===== src/rtl/div3_pkg.sv =====
`default_nettype none
// +----------------------------------------------------------------------+
// | div3_pkg : shared types and constants for the serial divide-by-3     |
// | Rev 1.0                                                              |
// +----------------------------------------------------------------------+
package div3_pkg;

  localparam int DIVISOR = 3;
  localparam int REM_W   = 2;

  typedef enum logic [1:0] {
    IDLE  = 2'd0,
    SHIFT = 2'd1,
    DONE  = 2'd2
  } state_t;

endpackage
`default_nettype wire


===== src/rtl/div3_rem_step.sv =====
`default_nettype none
// +----------------------------------------------------------------------+
// | div3_rem_step : one MSB-first remainder step, (r, b) -> (r', qbit)   |
// | Rev 1.0                                                              |
// +----------------------------------------------------------------------+
module div3_rem_step
  import div3_pkg::*;
(
  input  logic [REM_W-1:0] i_rem,
  input  logic             i_bit,
  output logic [REM_W-1:0] o_rem,
  output logic             o_qbit
);

  // 2r+b is simply the concatenation {r, b}; r never reaches 3 so t <= 5
  logic [REM_W:0] w_t;

  assign w_t    = {i_rem, i_bit};
  assign o_qbit = (w_t >= (REM_W+1)'(DIVISOR));
  assign o_rem  = o_qbit ? REM_W'(w_t - (REM_W+1)'(DIVISOR)) : w_t[REM_W-1:0];

endmodule
`default_nettype wire


===== src/rtl/div3_serial.sv =====
`default_nettype none
// +----------------------------------------------------------------------+
// | div3_serial : bit-serial divide-by-3 with valid/ready on both sides  |
// | Rev 1.0                                                              |
// +----------------------------------------------------------------------+
module div3_serial
  import div3_pkg::*;
#(
  parameter int W = 4
) (
  input  logic             clk,
  input  logic             rst_n,
  input  logic             i_in_valid,
  output logic             o_in_ready,
  input  logic [W-1:0]     i_in_data,
  output logic             o_out_valid,
  input  logic             i_out_ready,
  output logic [W-1:0]     o_quot,
  output logic [REM_W-1:0] o_rem
);

  localparam int CNT_W = $clog2(W+1);

  state_t             r_state;
  state_t             w_state_nxt;
  logic [W-1:0]       r_opnd;
  logic [W-1:0]       r_quot;
  logic [REM_W-1:0]   r_rem;
  logic [REM_W-1:0]   w_rem_nxt;
  logic               w_qbit;
  logic [CNT_W-1:0]   r_cnt;
  logic               w_accept;

  assign w_accept = (r_state == IDLE) && i_in_valid;

  div3_rem_step u_step (
    .i_rem  (r_rem),
    .i_bit  (r_opnd[W-1]),
    .o_rem  (w_rem_nxt),
    .o_qbit (w_qbit)
  );

  always_ff @(posedge clk or negedge rst_n) begin
    if (!rst_n) begin
      r_state <= IDLE;
    end else begin
      r_state <= w_state_nxt;
    end
  end

  // Leave SHIFT on the step that takes the counter from 1 to 0
  always_comb begin
    w_state_nxt = r_state;
    case (r_state)
      IDLE:    if (i_in_valid) w_state_nxt = SHIFT;
      SHIFT:   if (r_cnt == CNT_W'(1)) w_state_nxt = DONE;
      DONE:    if (i_out_ready) w_state_nxt = IDLE;
      default: w_state_nxt = IDLE;
    endcase
  end

  always_ff @(posedge clk or negedge rst_n) begin
    if (!rst_n) begin
      r_opnd <= '0;
      r_quot <= '0;
      r_rem  <= '0;
      r_cnt  <= '0;
    end else if (w_accept) begin
      r_opnd <= i_in_data;
      r_quot <= '0;
      r_rem  <= '0;
      r_cnt  <= CNT_W'(W);
    end else if (r_state == SHIFT) begin
      r_opnd <= {r_opnd[W-2:0], 1'b0};
      r_quot <= {r_quot[W-2:0], w_qbit};
      r_rem  <= w_rem_nxt;
      r_cnt  <= r_cnt - CNT_W'(1);
    end
  end

  assign o_in_ready  = (r_state == IDLE);
  assign o_out_valid = (r_state == DONE);
  assign o_quot      = r_quot;
  assign o_rem       = r_rem;

endmodule
`default_nettype wire


===== config.mk =====
export PLATFORM = sky130hd
export DESIGN_NAME = div3_serial
export DESIGN_NICKNAME = d
export VERILOG_FILES = /design/src/rtl/div3_pkg.sv /design/src/rtl/div3_rem_step.sv /design/src/rtl/div3_serial.sv
export SDC_FILE = /design/constraint.sdc
export NUM_CORES = 1
export LEC_CHECK = 0
export ABC_CLOCK_PERIOD_IN_PS = 3650
export BUFFER_PORTS_ARGS = -buffer_cell sky130_fd_sc_hd__clkbuf_2
export CORE_MARGIN = 4
export CORE_UTILIZATION = 54
export CTS_CLUSTER_DIAMETER = 40
export CTS_CLUSTER_SIZE = 28
export DETAILED_ROUTE_END_ITERATION = 12
export GPL_ROUTABILITY_DRIVEN = 0
export PLACE_DENSITY = 0.77
export SLEW_MARGIN = 25
export SYNTH_ARGS = -nofsm -noshare
export SYNTH_HDL_FRONTEND = slang
export SYNTH_SLANG_ARGS = --single-unit

===== constraint.sdc =====
create_clock -name clk -period 3.65 [get_ports clk]
set_input_delay 0.1825 -clock clk [delete_from_list [all_inputs] [get_ports clk]]
set_output_delay 0.1825 -clock clk [all_outputs]
set_load 0.01 [all_outputs]

==> results.cfg <==
[run_status]
status = complete, no violations

[synthesis]
syn-instance-count = 72
synthAdderAreaFrac = 0.0521
yosysWarnings = 0
synth.distinct_cells = 23
synth_compound_area_frac = 0.220
post_synth_xor_area_fraction = 0
seq_area_frac_synth = 0.521
synth.area.mux_share = 0
yosys.area_share.simple = 0.160
synth_top_family_by_area = compound AO/OA/AOI/OAI gates
synth_nets = 83
ys_seq_elements = 15
postSynthAreaPerCell_um2 = 10.0
syn_area_um2 = 721

[run]
max_cap_viol_count = 0

[drt]
viasPerCell = 5.61
first_pass_iters = 4
via_count = 572
wl_mm = 1.44
ant_nets = 0
wl_per_cell_um = 14.1
initialDrtViolationCount = 6
drc_errors = 0

[clocking]
cts_inserted_buffers = 3
clkTransAtPathRegs_ns = 0.08
clock_latency_ns = 0.28
cts_root_buf = clkbuf_4
postCtsSetupBuffers = 0
clock-sinks = 15
h-tree-depth = 1
cts_buffer_depth = 2
cts_tree = done

[critical_path]
crit_type = reg2reg
arrival_ns = 1.67
crit_path_max_fanout = 13
required_ns = 3.78
start_kind = register
critPathCaptureType = register

[floorplan]
die_y_um = 44.5
core_area_mm2 = 0.00119
pin_count = 16
die_area_mm2 = 0.00198
rows = 12
initial_core_util = 0.608
die_x_um = 44.5

[placed_design]
placed_area_um2 = 795
port_buffers = 15
dp_hpwl_mm = 1.08

[timing]
finalCritPeriodShare = 0.422
fin_crit_ns = 1.54
final_hold_viol_count = 0
fin_setup_tns_ns = 0
slew_violations = 0
grt_setup_unrepaired = no
skew_ns = 0.00554
tightest_slew_ns = 0.810
timing.fmax_ghz = 0.649
max-slew-margin-rel = 0.459
setup-violations-final = 0
whs_ns = 0.176

[layout]
final_util = 0.700
final_area_um2 = 831
fillers = 101
fin_nets = 100
diodes = 0
drive_gt1_frac = 0.205
multi_input_area_um2 = 312
syn_to_final_growth_pct = 15.3
final_cell_mix = clkbuf_2 (15), dfrtp_1 (15), o21ai_0 (9)
seq_area_um2 = 375

[global_route]
overflow = 0
grt_pass1_vias = 559
antenna_found_initial = 0
grt_max_degree = 16
grt_util_all_layers = 0.169
grt_first_pass_wirelength_mm = 2.46

[power]
power.density_mw_per_mm2 = 822
pwr-share-comb = 0.398
seqPwrFrac = 0.464
p_switching_mw = 0.274
pwr-share-clk = 0.138
ir_worst_vdd_v = 0.000424
power_mw = 0.683
power.share.switching = 0.401
p_leak_nw = 0.415
p_int_mw = 0.409

[hold_path]
hp-class = in2reg
## worst paths after layout
path | endpoint | slack [ns] | depth (start not counted) | startpoint
worst min-delay path | r_state[1] | 0.18 | 3 | i_out_ready
min in group asynchronous | o_quot[2] | 0.34 | 2 | rst_n
worst max register to register | r_cnt[2] | 2.11 | 2 | r_state[0]
worst min register to register | r_cnt[1] | 0.49 | 2 | r_cnt[1]
max in group asynchronous | r_state[0] | 3.04 | 2 | rst_n
worst max-delay path | r_cnt[2] | 2.11 | 2 | r_state[0]
## power groups by stage
stage          registers [mW]  logic, mW  clock network, mW
2_1_floorplan           0.304      0.205                  0
4_1_cts                 0.316      0.276             0.0955
3_5_place_dp            0.319      0.276                  0
6_report                0.317      0.272             0.0945
3_3_place_gp            0.315      0.263                  0
5_1_grt                 0.331      0.314              0.103
## flip-flops by register name, indices dropped and copies added (netlist names)
signal	count
o_quot	4
r_opnd	4
r_cnt	3
o_rem	2
r_state	2
## synthesized netlist by cell type
| cell | count | area [um^2] |
|---|---|---|
| nor3_1 | 1 | 5.00 |
| o21bai_1 | 1 | 7.51 |
| or4b_1 | 1 | 10.0 |
| nand3b_1 | 1 | 7.51 |
| nand2_1 | 7 | 26.3 |
| nor2b_1 | 5 | 31.3 |
| dfrtp_1 | 15 | 375 |
| buf_2 | 3 | 15.0 |
| o21ai_0 | 9 | 45.0 |
| a211oi_1 | 1 | 7.51 |
| a22oi_1 | 2 | 15.0 |
| clkbuf_1 | 1 | 3.75 |
| nand2b_1 | 1 | 6.26 |
| nor2_1 | 3 | 11.3 |
| a32o_1 | 1 | 10.0 |
| a22o_1 | 4 | 35.0 |
| a31oi_1 | 1 | 6.26 |
| o21ai_1 | 1 | 5.00 |
| inv_1 | 4 | 15.0 |
| and3b_1 | 2 | 17.5 |
| a21oi_1 | 4 | 20.0 |
| ha_1 | 3 | 37.5 |
| o31ai_1 | 1 | 7.51 |
## layout make-up
cell class	count	share of cell area
flip-flops and latches	15	0.452
multi-input cells	49	0.375
repair buffers	16	0.102
clock buffers	4	0.0316
well taps	14	0.0211
inverters	4	0.0181
## layer usage
layer	part of all wire	global-route usage	vias to the layer above	routed length (um)
li1	-	-	288	-
met1	0.47	0.222	263	681
met2	0.46	0.264	14	658
met3	0.044	0.0407	7	63
met4	0.024	0.0663	0	35
met5	0	0	-	0
## through the flow
stage	setup slack, ns	cells
floorplan	2.24	72
global placement	2.15	97
detailed placement	2.09	97
CTS	2.10	102
global route	1.92	102
finish	2.11	102
## kinds of logic (layout without fill, tap and decap cells)
kind of cell,after synthesis,count (layout)
and+or+nand+nor,21,21
adders and majority gates,3,3
buffers and inverters,8,24
AOI/OAI and AO/OA,25,25
DFF,15,15
## worst max-delay path: stages (launching register included)
cell,delay [ns]
dfrtp_1,0.50
o21bai_1,0.70
a22oi_1,0.19
## timing repair
item,in CTS,in global routing
endpoints found under the setup margin,0,0
hold buffers,1,0
resized for setup,0,0
hold endpoints to repair,15,0
Power figures use the tool's default switching activity.
